[src/rtl/adder_array_pkg.sv]
// Shared constants and command decode for the adder_array counter bank.
// Optional snapshot feature is enabled with ADDER_ARRAY_SNAPSHOT_EN.
package adder_array_pkg;

  localparam int unsigned MODE_WRAP = 0;
  localparam int unsigned MODE_SAT  = 1;

  typedef enum logic [2:0] {
    CMD_HOLD,
    CMD_CLR,
    CMD_LOAD,
    CMD_INC,
    CMD_DEC
  } cmd_e;

  // clr > load > (inc xor dec) > hold; inc and dec together cancel to hold.
  function automatic cmd_e decode_cmd(input logic clr, input logic load,
                                      input logic inc, input logic dec);
    cmd_e cmd;
    cmd = CMD_HOLD;
    if (clr)
      cmd = CMD_CLR;
    else if (load)
      cmd = CMD_LOAD;
    else if (inc && !dec)
      cmd = CMD_INC;
    else if (dec && !inc)
      cmd = CMD_DEC;
    return cmd;
  endfunction

endpackage

[src/rtl/adder_array_channel.sv]
// Single counter channel: value register, command decode and overflow pulse.
module adder_channel
  import adder_array_pkg::*;
#(
  parameter int unsigned WIDTH    = 8,
  parameter int unsigned STEP     = 1,
  parameter int unsigned SATURATE = MODE_WRAP
) (
  input  logic             aclk,
  input  logic             arstn,
  input  logic             clr,
  input  logic             load,
  input  logic [WIDTH-1:0] load_val,
  input  logic             inc,
  input  logic             dec,
  output logic [WIDTH-1:0] value,
  output logic             ovf,
  output logic             at_zero,
  output logic             at_max
);

  localparam logic [WIDTH:0] STEP_EXT = (WIDTH+1)'(STEP);
  localparam bit             SAT_MODE = (SATURATE == MODE_SAT);

  cmd_e             cmd;
  logic [WIDTH:0]   sum;
  logic [WIDTH:0]   diff;
  logic [WIDTH-1:0] value_next;
  logic             ovf_next;

  // The extra top bit of sum/diff is the carry or borrow out of WIDTH bits.
  always_comb begin
    cmd        = decode_cmd(clr, load, inc, dec);
    sum        = {1'b0, value} + STEP_EXT;
    diff       = {1'b0, value} - STEP_EXT;
    value_next = value;
    ovf_next   = 1'b0;
    unique case (cmd)
      CMD_CLR:  value_next = '0;
      CMD_LOAD: value_next = load_val;
      CMD_INC: begin
        ovf_next   = sum[WIDTH];
        value_next = (sum[WIDTH] && SAT_MODE) ? '1 : sum[WIDTH-1:0];
      end
      CMD_DEC: begin
        ovf_next   = diff[WIDTH];
        value_next = (diff[WIDTH] && SAT_MODE) ? '0 : diff[WIDTH-1:0];
      end
      default: ;
    endcase
  end

  always_ff @(posedge aclk or negedge arstn) begin
    if (!arstn) begin
      value <= '0;
      ovf   <= 1'b0;
    end else begin
      value <= value_next;
      ovf   <= ovf_next;
    end
  end

  assign at_zero = (value == '0);
  assign at_max  = (value == '1);

endmodule

[src/rtl/adder_array.sv]
// Bank of CHANNELS independent up/down counters with overflow pulses.
// Define ADDER_ARRAY_SNAPSHOT_EN to add the snap/snap_out/snap_valid capture.
module adder_array
  import adder_array_pkg::*;
#(
  parameter int unsigned WIDTH    = 8,
  parameter int unsigned CHANNELS = 4,
  parameter int unsigned STEP     = 1,
  parameter int unsigned SATURATE = MODE_WRAP
) (
  input  logic                      aclk,
  input  logic                      arstn,
  input  logic [CHANNELS-1:0]       clr,
  input  logic [CHANNELS-1:0]       load,
  input  logic [CHANNELS*WIDTH-1:0] load_val,
  input  logic [CHANNELS-1:0]       inc,
  input  logic [CHANNELS-1:0]       dec,
  output logic [CHANNELS*WIDTH-1:0] out,
  output logic [CHANNELS-1:0]       ovf,
  output logic [CHANNELS-1:0]       at_zero,
  output logic [CHANNELS-1:0]       at_max
`ifdef ADDER_ARRAY_SNAPSHOT_EN
  ,
  input  logic                      snap,
  output logic [CHANNELS*WIDTH-1:0] snap_out,
  output logic                      snap_valid
`endif
);

  if (WIDTH < 2 || WIDTH > 32) begin : g_bad_width
    $error("adder_array: WIDTH must be 2..32");
  end
  if (CHANNELS < 1 || CHANNELS > 16) begin : g_bad_channels
    $error("adder_array: CHANNELS must be 1..16");
  end
  if (STEP < 1 || 64'(STEP) >= (64'(1) << WIDTH)) begin : g_bad_step
    $error("adder_array: STEP must be 1..2^WIDTH-1");
  end
  if (SATURATE != MODE_WRAP && SATURATE != MODE_SAT) begin : g_bad_mode
    $error("adder_array: SATURATE must be 0 or 1");
  end

  for (genvar i = 0; i < CHANNELS; i++) begin : g_ch
    adder_channel #(
      .WIDTH   (WIDTH),
      .STEP    (STEP),
      .SATURATE(SATURATE)
    ) u_ch (
      .aclk    (aclk),
      .arstn   (arstn),
      .clr     (clr[i]),
      .load    (load[i]),
      .load_val(load_val[i*WIDTH +: WIDTH]),
      .inc     (inc[i]),
      .dec     (dec[i]),
      .value   (out[i*WIDTH +: WIDTH]),
      .ovf     (ovf[i]),
      .at_zero (at_zero[i]),
      .at_max  (at_max[i])
    );
  end

`ifdef ADDER_ARRAY_SNAPSHOT_EN
  // Samples the register outputs, so the capture is the pre-update value.
  always_ff @(posedge aclk or negedge arstn) begin
    if (!arstn) begin
      snap_out   <= '0;
      snap_valid <= 1'b0;
    end else if (snap) begin
      snap_out   <= out;
      snap_valid <= 1'b1;
    end
  end
`endif

endmodule

[config.mk]
export PLATFORM = sky130hd
export DESIGN_NAME = adder_array
export DESIGN_NICKNAME = d
export VERILOG_FILES = /design/src/rtl/adder_array_pkg.sv /design/src/rtl/adder_array_channel.sv /design/src/rtl/adder_array.sv
export SDC_FILE = /design/constraint.sdc
export NUM_CORES = 1
export LEC_CHECK = 0
export CAP_MARGIN = 20
export CORE_MARGIN = 2
export CORE_UTILIZATION = 27
export DETAILED_ROUTE_END_ITERATION = 12
export GPL_TIMING_DRIVEN = 0
export PLACE_DENSITY = 0.61
export SYNTH_ARGS = -nofsm -noshare
export SYNTH_HDL_FRONTEND = slang
export SYNTH_SLANG_ARGS = --single-unit
[constraint.sdc]
create_clock -name aclk -period 3.54 [get_ports aclk]
set_input_delay 0.531 -clock aclk [delete_from_list [all_inputs] [get_ports aclk]]
set_output_delay 0.531 -clock aclk [all_outputs]
set_load 0.01 [all_outputs]
After elaboration in Yosys (flattened, before gate mapping)
Cells that the tools add are included.
{"block": "word_totals", "register_bits": 36, "word_cells": 84}
{"block": "op_classes", "mux": 24, "reduce_logical": 24, "n_addsub": 8, "n_eq_ne": 20}
{"cell": "8-bit one-hot mux with 4 select lines", "count": 4}
{"cell": "3-bit 2-to-1 mux", "count": 16}
{"cell": "8-bit by 1-bit adder with 9-bit output, second input constant", "count": 4}
{"cell": "8-bit by 1-bit subtractor with 9-bit output, second input constant", "count": 4}
{"cell": "8-bit == test, second input constant", "count": 4}
{"cell": "8-bit logical NOT", "count": 4}
{"cell": "3-bit by 2-bit == test with 1-bit output, second input constant", "count": 8}
{"cell": "4-bit nonzero test", "count": 4}
{"cell": "3-bit by 1-bit == test with 1-bit output, second input constant", "count": 4}
{"cell": "3-bit == test, second input constant", "count": 4}
{"cell": "1-bit logical AND", "count": 8}
{"cell": "1-bit logical NOT", "count": 8}
{"cell": "1-bit one-hot mux with 2 select lines", "count": 4}

Logic depth before layout (Yosys ltp)
Gate-level depths: netlist (run 1).
{"block": "depth", "depth_word": 8, "ltp_mapped": 6, "mapped_depth_nobuf": 6}

Modules after synthesis
Synthesis (run 1) repeated with hierarchy kept, for this count alone.
{"block": "unflattened", "cells_unflattened": 328, "hier_area_um2": 3128.0}
{"mod": "adder_channel", "seq_area_each_um2": 225.2, "n_inst": 4, "cells_each": 82, "area_each_um2": 782.0}

Least setup slack after synthesis (run 1)
OpenSTA, ideal clock, no wires.
{"block": "synth_timing", "path_type": "input -> register", "from": "in clr[0]", "to": "reg g_ch[0].u_ch.value[4]", "arrival_ns": 1.926, "path_slack_ns": 1.548, "path_stages": 5, "path_buffers": 1, "required_ns": 3.474, "path_cell_list": "buf_2 or4b_4 or4b_1 a21oi_1 a221o_1"}
{"block": "synth_between", "elab_chain_len": 3}
{"element": "start, declared", "line": "adder_array.sv:13", "rtl": "input logic [CHANNELS-1:0] clr,"}
{"element": "3-bit 2-to-1 mux *", "line": "adder_array_pkg.sv:21", "rtl": "if (clr)"}
{"element": "3-bit == test, or another cell as far along", "line": "adder_array_channel.sv:38", "rtl": "unique case (cmd)"}
{"element": "8-bit one-hot mux with 4 select lines / 4-bit nonzero test (equally long branches)"}
{"element": "end signal, assigned", "line": "adder_array_channel.sv:58", "rtl": "value <= value_next;"}
{"element": "end, declared", "line": "adder_array_channel.sv:16", "rtl": "output logic [WIDTH-1:0] value,"}
Mark *: on every way between the ends. The rest lies on a longest branch, timed or not.
A chain may end at the register's enable or synchronous reset.

Worst setup path after layout (run 1)
{"block": "layout_timing", "from": "reg g_ch[1].u_ch.value[0]", "to": "out at_zero[1]"}
{"block": "layout_between", "elab_chain_len": 1}
{"element": "start, declared", "line": "adder_array_channel.sv:16"}
{"element": "start signal, assigned", "line": "adder_array_channel.sv:58"}
{"element": "8-bit logical NOT", "line": "adder_array_channel.sv:63", "rtl": "assign at_zero = (value == '0);"}
{"element": "end, declared", "line": "adder_array.sv:20", "rtl": "output logic [CHANNELS-1:0] at_zero,"}
Every way passes these cells.

==> results of run 1 <==
cells by family (layout without fill, tap and decap cells):
| kind of cell | after synthesis | in the layout | share of synthesized area, % |
|---|---|---|---|
| DFF | 36 | 36 | 28.89 |
| and+or+nand+nor | 159 | 159 | 29.70 |
| AOI/OAI and AO/OA | 96 | 96 | 23.36 |
| buffers and inverters | 45 | 146 | 7.183 |
| adders and majority gates | 9 | 9 | 3.612 |
| muxes | 6 | 6 | 1.926 |
| xor gates and xnor gates | 19 | 19 | 5.337 |
power breakdown:
group / switching (W) / internal (W) / total, W
registers: 0.000108 / 0.000478 / 0.000585
clock network: 0.000175 / 0.000281 / 0.000457
logic: 0.000357 / 0.000397 / 0.000754
synthesized netlist by cell type (2+ instances only):
cell type and n:
nor4b_2 4, a32oi_1 2, nand2b_1 3, o21ai_1 3, and3_1 10, dfrtp_1 36, ha_1 9, nand2_1 30
or4_1 4, nor2b_1 9, nor2_1 28, o211ai_1 6, nor3_1 12, o21ai_0 9, a41oi_1 2, inv_1 14
a21oi_1 9, and2_1 5, nor3b_1 2, a221oi_1 6, o31ai_1 2, a31oi_1 7, or3_1 5, clkbuf_1 15
o31a_1 2, a211o_1 2, o221ai_1 3, mux2i_1 6, a22oi_1 8, nor4_1 3, a221o_1 13, nand4_1 8
buf_2 2, buf_4 14, or4b_1 6, o22ai_1 5, xnor2_1 11, nand3_1 11, nand3b_1 4, xor2_1 8
a21o_1 5, nor4b_1 4
final cells by class:
cell class,count,share of cell area (%)
clock buffer,8,3.345
sequential,36,20.58
buffer,31,3.917
inverter,14,1.201
timing repair buffer,93,21.33
multi-input combinational,289,45.54
tap,143,4.088
state kept, by name (all words and copies together), names as in the netlist:
| signal | flops |
|---|---|
| g_ch.u_ch.ovf | 4 |
| g_ch.u_ch.value | 32 |
worst max-delay path: cells and delay by family (launching register included):
family        cells  cell delay, ns
buf+inv           3            0.76
simple gates      3            0.76
flops             1            0.48
fa+ha+maj         1            0.18
routing by layer:
| layer | GRT usage [%] | part of all wire (%) | routed length [µm] |
|---|---|---|---|
| met5 | 0 | 0 | 0 |
| met4 | 2.716 | 0.52 | 48 |
| met3 | 2.722 | 5.6 | 519 |
| met2 | 24.27 | 48 | 4406 |
| met1 | 19.70 | 46 | 4269 |
through the flow:
stage | setup WS (ns) | area, µm² | total power [W]
2_1_floorplan | 1.548 | 3118 | 0.001008
3_3_place_gp | 0.7577 | 4198 | 0.001324
3_5_place_dp | 0.8603 | 4225 | 0.001341
4_1_cts | 0.5368 | 4372 | 0.001817
5_1_grt | 0.3314 | 4377 | 0.001918
6_report | 0.5603 | 4377 | 0.001796
final timing paths:
check,end,slack [ns]
max,at_zero[1],0.56
min,g_ch[0].u_ch.value[3]$_DFFE_PN0P_,0.22
max reg2reg,g_ch[1].u_ch.value[5]$_DFFE_PN0P_,1.53
min reg2reg,g_ch[3].u_ch.ovf$_DFF_PN0_,0.57
max in group asynchronous,g_ch[1].u_ch.value[3]$_DFFE_PN0P_,2.83
min in group aclk,g_ch[0].u_ch.value[0]$_DFFE_PN0P_,0.56
==> impl_metrics.yaml, run 1 <==
global_routing:
  grt_pass1_vias: 3144
  grt_pass1_wl_um: 15320
  grt_max_degree: 20
  grtUsageTotal_pct: 14.48
  gr-total-overflow: 0
  antenna_found_initial: 0
synth:
  ys.flop_type: "dfrtp_1"
  yosys.area.top_type_share_pct: 28.89
  synth_area_leader_cell: "dfrtp_1"
  syn-num-nets: 429
  syn_avg_cell_area_um2: 8.427
  yosysWarningCount: 0
  syn_area_um2: 3118
  synth_area_leaders: "dfrtp_1 29%, a221o_1 4.2%, ha_1 3.6%"
  synthArstFlopShare_pct: 100.0
  syn_inst: 370
  synthDistinctLibCells: 65
  synth-edff-count: 0
  seq_area_frac_synth_pct: 28.89
  synth_seq_cells: 36
critical_path:
  cp.arrival_ns: 2.45
  start_kind: "flop"
  end_kind: "output port"
  r2r-start: "g_ch[1].u_ch.value[0]$_DFFE_PN0P_"
  critPathLaunch: "g_ch[1].u_ch.value[0]$_DFFE_PN0P_"
  crit_chain: "inv_1, ha_1, nor3b_1, nand3_1, nor2_1, buf_4, clkdlybuf4s50_1"
  slowest_stage: "clkdlybuf4s50_1"
  cp_max_fo: 9
  worstSetupPathType: "reg2out"
  cpPeakStageDelay_ns: 0.52
  reg2regPathDepth: 4
  cp.required_ns: 3.01
layout:
  seqCellArea_um2: 900.9
  area_growth_pct: 40.37
  drive_gt1_share_pct: 7.219
  multi_input_area_um2: 1993
  nFillCells: 1158
  final_cell_mix: "89 x clkdlybuf4s50_1, 36 x dfrtp_1, 30 x nand2_1, 28 x nor2_1, 17 x clkbuf_1"
  final_cell_count_no_fill: 614
  diodes: 0
  fin_util_pct: 38.66
  layout_commonest_cell: "clkdlybuf4s50_1"
  fin_nets: 529
floorplan:
  die_w_um: 111.5
  io_pins: 94
  die_height_um: 111.5
  core_area_um2: 11320
  die_area_um2: 12420
  start_util_pct: 27.54
  rows: 39
sta:
  period_share_pct: 84.17
  setup-violations-final: 0
  rsz0062_at_grt: "no"
  worst_slew_pin_slew_ns: 0.8921
  whs_ns: 0.2243
  setup_tns_ns: 0
  finClkSkew_ns: 0.002493
  final-max-slew-violation-count: 0
  maxSlewHeadroom_pct: 40.37
  hold_viol: 0
  min_period_ns: 2.980
  fmax_mhz: 335.6
routing:
  post_drt_via_cell_ratio: 5.419
  drtAntennaViolNets: 0
  routedWlPerCell_um: 15.05
  vias: 3327
  wl_um: 9242
  detail_route.iter0.violations: 156
  drc: 0
  drtPass1Iterations: 5
flow_run:
  drv_cap: 0
clock_tree:
  cts-resized-gates: 0
  clk_path_buf_depth: 2
  cts_tree: "yes"
  root_buffer: "clkbuf_16"
  cts-hold-fix-buffers: 0
  cts_buffers: 5
  clk_latency_ns: 0.27
  cts_max_level: 2
  path_clk_slew_ns: 0.06
  clock_sinks: 36
  post_cts_buffers: 0
hold_path:
  hold_class: "in2async"
pwr:
  peakVddDrop_v: 0.0001761
  pwr_density_cell_nw_per_um2: 410.3
  cellLeakagePower_nw: 1.742
placed_design:
  dp.final_hpwl_um: 6891
  gp_congestion: 0.8819
  placed_cells: 605
  io_buffer_count: 90
status:
  outcome: "completed"
Note: power is estimated with default switching activity, not from simulation.
==> run 2: changes to the inputs <==
--- a/config.mk
+++ b/config.mk
@@ -10,7 +10,7 @@
 export CORE_UTILIZATION = 27
 export DETAILED_ROUTE_END_ITERATION = 12
 export GPL_TIMING_DRIVEN = 0
-export PLACE_DENSITY = 0.61
+export PLACE_DENSITY = 0.63
 export SYNTH_ARGS = -nofsm -noshare
 export SYNTH_HDL_FRONTEND = slang
 export SYNTH_SLANG_ARGS = --single-unit
==> constraint.sdc (replaced) <==
create_clock -name aclk -period 2.42 [get_ports aclk]
set_input_delay 0.363 -clock aclk [delete_from_list [all_inputs] [get_ports aclk]]
set_output_delay 0.363 -clock aclk [all_outputs]
set_load 0.01 [all_outputs]
==> run 2 against run 1 <==
Compared with the run above:
- non-clock buffer count grew 16
- worst hold slack lost 0.17 ns
- design area rose by 5.5%
- setup slack got worse by 0.48 ns
- first-iteration DRC count shrank 13%
- final cell count grew 2.1%
==> impl_metrics.yaml, run 2 (synthesized netlist as in run 1, its figures left out) <==
floorplan:
  start_util_pct: 27.54
  rows: 39
  die_height_um: 111.5
  core_area_um2: 11320
  io_pins: 94
  die_w_um: 111.5
  die_area_um2: 12420
clock_tree:
  root_buffer: "clkbuf_16"
  clk_latency_ns: 0.27
  path_clk_slew_ns: 0.06
  clk_path_buf_depth: 2
  cts_tree: "yes"
  clock_sinks: 36
  cts_max_level: 2
  cts_buffers: 5
  cts-hold-fix-buffers: 0
critical_path:
  r2r-start: "g_ch[1].u_ch.value[0]$_DFFE_PN0P_"
  rr_endpoint: "g_ch[1].u_ch.value[5]$_DFFE_PN0P_"
  worstSetupPathType: "reg2out"
  slowest_stage: "clkdlybuf4s50_1"
  crit_buf_inv: 3
  cp.arrival_ns: 1.98
  reg2regPathDepth: 5
  cp.required_ns: 2.06
  start_kind: "flop"
  critPathLaunch: "g_ch[0].u_ch.value[3]$_DFFE_PN0P_"
  critical_path.top_delay_family: "buffers and inverters"
  ff2ff_setup_slack_ns: 0.31
  setup.worst_path.end: "at_max[0]"
  end_kind: "output port"
  cp_max_fo: 10
  crit_chain: "clkbuf_8, and3_1, nand3_2, nor2_2, buf_4, clkdlybuf4s50_1"
  path_depth: 6
  cpPeakStageDelay_ns: 0.53
sta:
  worst_slew_pin_slew_ns: 0.9022
  finClkSkew_ns: 0.001965
  setup_tns_ns: 0
  fmax_mhz: 427.5
  period_share_pct: 96.66
  final-max-slew-violation-count: 0
  min_period_ns: 2.339
  maxSlewHeadroom_pct: 39.70
  setup-violations-final: 0
  whs_ns: 0.05029
  hold_viol: 0
global_routing:
  grt_pass1_vias: 3155
  grt_pass1_wl_um: 15580
  gr-total-overflow: 0
  antenna_found_initial: 0
  grt_max_degree: 20
  grtUsageTotal_pct: 14.90
pwr:
  switching_power_w: 0.0009797
  internal-power_w: 0.001783
  swShare_pct: 35.46
  pwr-share-clk_pct: 21.8
  peakVddDrop_v: 0.0002679
  cellLeakagePower_nw: 1.913
  power_frac_seq_pct: 31.7
  p_comb_share_pct: 46.5
  pwr_density_cell_nw_per_um2: 598.4
  total_power_w: 0.002763
flow_run:
  drv_cap: 0
routing:
  routedWlPerCell_um: 15.39
  drtPass1Iterations: 4
  met1Wirelength_um: 4332
  vias: 3360
  post_drt_via_cell_ratio: 5.359
  dr_wl_met2_um: 4798
  detail_route.iter0.violations: 136
  wl_um: 9652
  wl_met3_um: 408
  top_layer: "met4"
  drtAntennaViolNets: 0
  drc: 0
layout:
  layout_commonest_cell: "clkdlybuf4s50_1"
  fin_nets: 545
  multi_input_area_um2: 2087
  nFillCells: 1170
  area_growth_pct: 48.07
  final_cell_count_no_fill: 627
  final_cell_mix: "83 x clkdlybuf4s50_1, 34 x buf_4, 30 x nand2_1, 25 x nor2_1, 24 x dfrtp_1"
  largest-register: "g_ch.u_ch.value"
  drive_gt1_share_pct: 16.32
  diodes: 0
  largest_reg_flops: 32
  top_regs: "g_ch.u_ch.value: 32 flops, g_ch.u_ch.ovf: 4 flops"
  seqCellArea_um2: 915.9
  fin_area_um2: 4617
hold_path:
  hold_class: "in2async"
placed_design:
  gp_congestion: 0.8807
  io_buffer_count: 90
  placed_cell_area_um2: 4225
  placed_cells: 605
  dp.final_hpwl_um: 6910
status:
  outcome: "completed"
## run 2: worst min path at each step
| stage | start | endpoint | slack [ns] | cells after the start |
|---|---|---|---|---|
| 2_1_floorplan | arstn | g_ch[0].u_ch.ovf$_DFF_PN0_ | 0.07 | 0 |
| 3_3_place_gp | g_ch[3].u_ch.value[7]$_DFFE_PN0P_ | g_ch[3].u_ch.ovf$_DFF_PN0_ | 0.58 | 1 |
| 3_5_place_dp | arstn | g_ch[0].u_ch.value[3]$_DFFE_PN0P_ | 0.37 | 1 |
| 4_1_cts | arstn | g_ch[0].u_ch.value[3]$_DFFE_PN0P_ | 0.07 | 1 |
| 5_1_grt | arstn | g_ch[0].u_ch.value[2]$_DFFE_PN0P_ | 0.09 | 1 |
| 6_report | arstn | g_ch[0].u_ch.value[2]$_DFFE_PN0P_ | 0.05 | 1 |
## run 2: worst register-to-register path, cell delays in order (launching register included)
cell and delay [ns]:
dfrtp_2 0.43, buf_4 0.16, or4_1 0.53, or2_0 0.24
a221o_1 0.35, a211o_1 0.28
## run 2: power groups by stage
stage          Sequential, W  Combinational [W]  Clock [W]
2_1_floorplan       0.000866           0.000609          0
3_3_place_gp        0.000857            0.00108          0
3_5_place_dp        0.000864            0.00110          0
4_1_cts             0.000876            0.00117   0.000633
5_1_grt             0.000894            0.00141   0.000665
6_report            0.000875            0.00128   0.000603
## run 2: final cells by class
cell class                      count  share of cell area [%]
Tap cell                          143                   3.875
Inverter                           14                   1.138
Clock buffer                        5                   2.710
Multi-Input combinational cell    289                   45.20
Timing Repair Buffer              113                   23.63
Buffer                             27                   3.604
Sequential cell                    36                   19.84
## run 2: metrics by stage
| step | setup WS, ns | util, % |
|---|---|---|
| 2_1_floorplan | 0.4557 | - |
| 3_3_place_gp | -0.1667 | 37.08 |
| 3_5_place_dp | -0.1316 | 37.32 |
| 4_1_cts | -0.1461 | 39.45 |
| 5_1_grt | -0.01040 | 40.78 |
| 6_report | 0.08080 | 40.78 |
## run 2: layer usage
metal / global-route usage, % / up-vias
met5: 0 / -
met4: 3.621 / 0
met3: 2.994 / 13
met2: 24.47 / 95
met1: 20.23 / 1621
li1: - / 1631
## run 2: what timing repair did
item                       4_1_cts  5_1_grt
setup buffers                    7       13
pin swaps                        2        2
setup endpoints to repair        8        7
resized for setup               26       13
